File: config.mk
export PLATFORM = sky130hd
export DESIGN_NAME = mem_bist_master
export DESIGN_NICKNAME = d
export VERILOG_FILES = /design/src/rtl/mem_bist_pkg.sv /design/src/rtl/mem_bist_patgen.sv /design/src/rtl/mem_bist_master.sv
export SDC_FILE = /design/constraint.sdc
export NUM_CORES = 1
export LEC_CHECK = 0
export CORE_ASPECT_RATIO = 1.25
export CORE_MARGIN = 2
export CORE_UTILIZATION = 46
export CTS_BUF_LIST = sky130_fd_sc_hd__clkbuf_4 sky130_fd_sc_hd__clkbuf_8
export DETAILED_ROUTE_END_ITERATION = 10
export PLACE_DENSITY = 0.87
export SYNTH_ARGS = -nofsm -noshare
export SYNTH_HDL_FRONTEND = slang
export SYNTH_SLANG_ARGS = --single-unit
File: constraint.sdc
create_clock -name clk_i -period 4 [get_ports clk_i]
set_input_delay 0.8 -clock clk_i [delete_from_list [all_inputs] [get_ports clk_i]]
set_output_delay 0.8 -clock clk_i [all_outputs]
set_load 0.01 [all_outputs]
File: src/rtl/mem_bist_pkg.sv
// mem_bist_pkg: shared FSM states, pattern codes and checkerboard constants
// for the memory BIST master.
package mem_bist_pkg;

    typedef enum logic [2:0] {
        IDLE,
        WR_REQ,
        WR_GAP,
        RD_REQ,
        RD_GAP,
        FINISH
    } state_t;

    localparam logic [1:0] PAT_ZERO    = 2'd0;
    localparam logic [1:0] PAT_ONES    = 2'd1;
    localparam logic [1:0] PAT_CHECKER = 2'd2;
    localparam logic [1:0] PAT_ADDR    = 2'd3;

    localparam logic [15:0] CHECKER_EVEN = 16'hAAAA;
    localparam logic [15:0] CHECKER_ODD  = 16'h5555;

endpackage

File: src/rtl/mem_bist_patgen.sv
// mem_bist_patgen: expected/write data for a pattern code at an address;
// checkerboard words repeat every 16 bits so any WIDTH is covered.
module mem_bist_patgen
    import mem_bist_pkg::*;
#(
    parameter int WIDTH     = 16,
    parameter int ADDRWIDTH = 4
) (
    input  logic [1:0]           pattern_i,
    input  logic [ADDRWIDTH-1:0] addr_i,
    output logic [WIDTH-1:0]     data_o
);

    logic [WIDTH-1:0] even_w;
    logic [WIDTH-1:0] odd_w;

    for (genvar i = 0; i < WIDTH; i++) begin : g_chk
        assign even_w[i] = CHECKER_EVEN[i % 16];
        assign odd_w[i]  = CHECKER_ODD[i % 16];
    end

    always_comb
        data_o = (pattern_i == PAT_ZERO)    ? '0 :
                 (pattern_i == PAT_ONES)    ? '1 :
                 (pattern_i == PAT_CHECKER) ? (addr_i[0] ? odd_w : even_w) :
                                              WIDTH'(addr_i);

endmodule

File: src/rtl/mem_bist_master.sv
// mem_bist_master: write-then-read-compare BIST over DEPTH words with a
// per-request ready timeout; define MEM_BIST_ERRLOG_EN to log the first mismatch.
module mem_bist_master
    import mem_bist_pkg::*;
#(
    parameter int WIDTH     = 16,
    parameter int DEPTH     = 16,
    parameter int ADDRWIDTH = $clog2(DEPTH),
    parameter int TIMEOUT   = 15
) (
    input  logic                 clk_i,
    input  logic                 rst_i,
    input  logic                 start_i,
    input  logic [1:0]           pattern_sel_i,
    output logic                 busy_o,
    output logic                 done_o,
    output logic                 pass_o,
    output logic                 timeout_o,
    output logic [ADDRWIDTH:0]   err_count_o,
    output logic [ADDRWIDTH-1:0] addr_o,
    output logic [WIDTH-1:0]     wdata_o,
    output logic                 valid_o,
    output logic                 wr_en_o,
    output logic                 rd_en_o,
    input  logic [WIDTH-1:0]     rdata_i,
    input  logic                 ready_i,
    output logic [ADDRWIDTH-1:0] err_addr_o,
    output logic [WIDTH-1:0]     err_data_o
);

    localparam int                   TW      = $clog2(TIMEOUT + 1);
    localparam logic [ADDRWIDTH-1:0] LAST    = ADDRWIDTH'(DEPTH - 1);
    localparam logic [ADDRWIDTH:0]   ERR_MAX = '1;

    state_t               state;
    state_t               state_next;
    logic [1:0]           pat_q;
    logic [ADDRWIDTH-1:0] a_q;
    logic [TW-1:0]        wait_q;
    logic [ADDRWIDTH:0]   err_q;
    logic                 pass_q;
    logic                 to_q;
    logic [WIDTH-1:0]     pat_data;
    logic                 req;
    logic                 wait_exp;
    logic                 mismatch;
    logic                 ok;
    logic                 accept;

    mem_bist_patgen #(
        .WIDTH    (WIDTH),
        .ADDRWIDTH(ADDRWIDTH)
    ) u_patgen (
        .pattern_i(pat_q),
        .addr_i   (a_q),
        .data_o   (pat_data)
    );

    assign req      = (state == WR_REQ) || (state == RD_REQ);
    assign accept   = (state == IDLE) && start_i;
    assign wait_exp = req && !ready_i && (wait_q == TW'(TIMEOUT - 1));
    assign mismatch = (state == RD_REQ) && ready_i && (rdata_i != pat_data);
    assign ok       = (err_q == '0) && !to_q;

    always_ff @(posedge clk_i)
        if (rst_i) state <= IDLE;
        else       state <= state_next;

    always_comb begin
        state_next = state;
        busy_o     = 1'b1;
        done_o     = 1'b0;
        pass_o     = pass_q;
        valid_o    = 1'b0;
        wr_en_o    = 1'b0;
        rd_en_o    = 1'b0;
        addr_o     = '0;
        wdata_o    = '0;
        case (state)
            IDLE: begin
                busy_o     = 1'b0;
                state_next = start_i ? WR_REQ : IDLE;
            end
            WR_REQ: begin
                valid_o    = 1'b1;
                wr_en_o    = 1'b1;
                addr_o     = a_q;
                wdata_o    = pat_data;
                state_next = ready_i ? WR_GAP : wait_exp ? FINISH : WR_REQ;
            end
            WR_GAP: state_next = (a_q == LAST) ? RD_REQ : WR_REQ;
            RD_REQ: begin
                valid_o    = 1'b1;
                rd_en_o    = 1'b1;
                addr_o     = a_q;
                state_next = ready_i ? RD_GAP : wait_exp ? FINISH : RD_REQ;
            end
            RD_GAP: state_next = (a_q == LAST) ? FINISH : RD_REQ;
            FINISH: begin
                done_o     = 1'b1;
                pass_o     = ok;
                state_next = IDLE;
            end
            default: state_next = IDLE;
        endcase
    end

    // Error count and timeout are final by FINISH, so pass is latched there.
    always_ff @(posedge clk_i) begin
        if (rst_i) begin
            pat_q  <= PAT_ZERO;
            a_q    <= '0;
            wait_q <= '0;
            err_q  <= '0;
            pass_q <= 1'b0;
            to_q   <= 1'b0;
        end else begin
            wait_q <= (req && !ready_i) ? wait_q + 1'b1 : '0;
            if (accept) begin
                pat_q  <= pattern_sel_i;
                a_q    <= '0;
                err_q  <= '0;
                pass_q <= 1'b0;
                to_q   <= 1'b0;
            end
            if (state == WR_GAP || state == RD_GAP)
                a_q <= (a_q == LAST) ? '0 : a_q + 1'b1;
            if (mismatch && err_q != ERR_MAX)
                err_q <= err_q + 1'b1;
            if (wait_exp)
                to_q <= 1'b1;
            if (state == FINISH)
                pass_q <= ok;
        end
    end

    assign err_count_o = err_q;
    assign timeout_o   = to_q;

`ifdef MEM_BIST_ERRLOG_EN
    logic [ADDRWIDTH-1:0] err_addr_q;
    logic [WIDTH-1:0]     err_data_q;

    always_ff @(posedge clk_i) begin
        if (rst_i || accept) begin
            err_addr_q <= '0;
            err_data_q <= '0;
        end else if (mismatch && err_q == '0) begin
            err_addr_q <= a_q;
            err_data_q <= rdata_i;
        end
    end

    assign err_addr_o = err_addr_q;
    assign err_data_o = err_data_q;
`else
    assign err_addr_o = '0;
    assign err_data_o = '0;
`endif

endmodule
==> results.tsv <==
stage	metric	value	unit
outcome	status	completed	
placement	io_buffers	53	
power	switching_power	131.0	uW
detailed_routing	drt_iter0_drc	40	
sta	rsz0062_at_grt	false	
detailed_routing	top_layer	met4	
hold_path	hold_class	register to register	
detailed_routing	drt_wl_total	3.560	mm
synthesis	yosysWarnings	0	
cells_and_area	drive_gt1_share	4.706	%
sta	fin_crit_sh	79.34	%
critical_path	cp-end-kind	output pin	
cells_and_area	finish.utilization	60.91	%
grt	grt_first_pass_wirelength	5.851	mm
synthesis	synth_common_cells	buf_4, dfxtp_1, nand2_1	
cells_and_area	n_antenna_cell	0	
floorplan	fp-row-count	24	
floorplan	core-area	3453	sq um
clocking	clkTransAtPathRegs	0.08	ns
grt	grt_overflow_total	0	
sta	worst_slew_pin_slew	0.6013	ns
synthesis	ys_seq_area_share	24.52	%
detailed_routing	antenna_left	0	
sta	setup_viol	0	
cells_and_area	final_cells	294	
sta	hold_viol	0	
clocking	cts_setup_buffers	0	
placement	gp_congestion	0.8154	
detailed_routing	post_drt_wl_per_cell	12.11	um
floorplan	die_y	70.61	um
clocking	postCtsHoldBufs	0	
detailed_routing	post-route-drc-count	0	
synthesis	ys_ff_latch	20	
synthesis	post_synth_num_cell_types	52	
synthesis	ys.flop_type	dfxtp_1	
cells_and_area	nNetsFinal	284	
grt	grt_pass1_vias	1317	
power	vdd.ir_drop.worst	0.0002456	V
critical_path	crit_path_start_kind	register	
clocking	clock_path_buffers	2	
clocking	cts_made_buffers	3	
critical_path	path_max_fanout	21	
synthesis	postSynthCellCount	214	
grt	antenna_found_initial	0	
power	p_per_area	247.0	nW/um^2
clocking	insertion_delay	0.26	ns
sta	slew_headroom	59.86	%
detailed_routing	drt-met1-wl	1.529	mm
clocking	cts_tree	done	
detailed_routing	via_per_inst	5.357	
synthesis	postSynthAreaPerCell	7.630	sq um
floorplan	io_pins	74	
power	cellInternalPower	388.5	uW
power	p_leak	0.8108	nW
synthesis	synth_area_leader_cell	dfxtp_1	
synthesis	synth_area_leaders	dfxtp_1, buf_4, a21oi_1	
sta	whs	0.4750	ns
synthesis	synth-edff-count	0	
critical_path	critPathArrivalTime	2.37	ns
power	pwr-share-clk	38.7	%
sta	maxClockFrequency	315.1	MHz
synthesis	async_flop_share	0	%
detailed_routing	first_pass_iters	4	
power	pwr-share-comb	20.2	%
sta	fin_worst_skew	0.007731	ns
clocking	cts_root_buf	clkbuf_8	
critical_path	crit_required	3.20	ns
grt	grt_max_degree	22	
synthesis	synth_most_common_cell	buf_4	
detailed_routing	wl_met3	285	um
cells_and_area	syn_to_final_growth	28.81	%
sta	tns	0	ns
grt	grtUsageTotal	17.64	%
placement	place_hpwl	2.733	mm
sta	slew_violations	0	
clocking	clock-sinks	20	
floorplan	start_util	47.28	%
power	swShare	25.21	%
cells_and_area	fin_area	2103	sq um
floorplan	die_area	4045	sq um
placement	placed_area	2032	sq um
synthesis	synth_area	1633	sq um
placement	placed_cells	290	
floorplan	die_w	57.29	um
sta	finalCriticalPeriod	3.174	ns
job	drv_cap	0	
clocking	cts_resized	0	
critical_path	crit_type	register to output pin	
synthesis	yosysTopAreaCellShare	24.52	%
power	power_frac_seq	41.1	%
detailed_routing	wl_met2	1.688	mm
clocking	htree_levels	1	
detailed_routing	dr_total_vias	1575	
-- power groups by stage --
stage / clock network [mW] / registers [mW] / logic, mW
after floorplan: 0 / 0.210 / 0.0807
after global placement: 0 / 0.218 / 0.103
after detailed placement: 0 / 0.218 / 0.104
after CTS: 0.207 / 0.213 / 0.105
after global routing: 0.212 / 0.215 / 0.115
final: 0.201 / 0.213 / 0.105
-- critical path, cell delays in order, from the launching register on --
cell	delay (ns)
dfxtp_1	0.71
nor2b_1	0.41
nor2_1	0.09
nor2_1	0.29
clkdlybuf4s50_1	0.61
-- cells in the final DEF (no fill, tap or decap), types with 2 or more instances in the layout --
cell type,Yosys,routed
o211ai_1,2,2
nand4_1,2,2
or3_1,2,2
and2_1,4,4
nand3b_1,2,2
and3b_1,2,2
nand2_1,19,19
nand2b_1,7,7
a211oi_1,2,2
nor3_1,6,6
o21ai_0,8,8
clkbuf_8,0,3
a22oi_1,2,2
inv_1,10,10
and4_1,2,2
o2111ai_1,3,3
ha_1,6,6
conb_1,1,20
a41o_1,2,2
nand3_1,9,9
or4_1,3,3
or4bb_1,2,2
clkdlybuf4s50_1,0,53
o21a_1,2,2
nor2_1,18,18
a21oi_1,16,16
nor2b_1,4,4
dfxtp_1,20,20
-- kinds of logic (layout without fill, tap and decap cells) --
kind of cell	Yosys count	count (layout)	share of synthesized area, %
buffers and inverters	47	69	18.39
flip-flops	20	20	24.52
AO/OA/AOI/OAI	48	48	20.31
multiplexers	1	1	0.6896
XOR/XNOR	2	2	1.073
other	1	20	0.2297
AND/OR/NAND/NOR	89	89	30.19
adder cells (fa/ha/maj)	6	6	4.598
-- cell type report --
type	count	area (sq um)
Clock buffer	3	41.29
Clock inverter	1	30.03
Fill cell	314	1350
Inverter	11	41.29
Multi-Input combinational cell	166	1003
Sequential cell	20	400.4
Tap cell	39	48.80
Timing Repair Buffer	54	538.0
-- through the flow --
stage               worst slack (ns)  total power, mW
floorplan                      1.634           0.2909
global placement               1.062           0.3210
detailed placement             1.039           0.3224
CTS                           0.7983           0.5246
global route                  0.6457           0.5427
finish                        0.8265           0.5195
-- final timing paths --
kind	start	end	slack, ns	cells after the start
worst max-delay path	pat_q[0]	wdata_o[10]	0.83	4
worst min-delay path	pass_q	pass_q	0.48	2
worst max register to register	pat_q[0]	err_count_o[2]	1.63	6
worst min register to register	pass_q	pass_q	0.48	2
-- flip-flops by register name, summed over array words and instances (netlist names) --
| signal | flops |
|---|---|
| a_q | 4 |
| timeout_o | 1 |
| err_count_o | 5 |
| wait_q | 4 |
| pat_q | 2 |
| state | 3 |
| pass_q | 1 |
-- per-layer routing --
layer | vias to the layer above | track usage, %
met3 | 6 | 3.291
li1 | 796 | -
met4 | 0 | 6.718
met5 | - | 0
met1 | 710 | 22.59
met2 | 63 | 29.25
No activity file was read; power rests on OpenSTA's default activity.
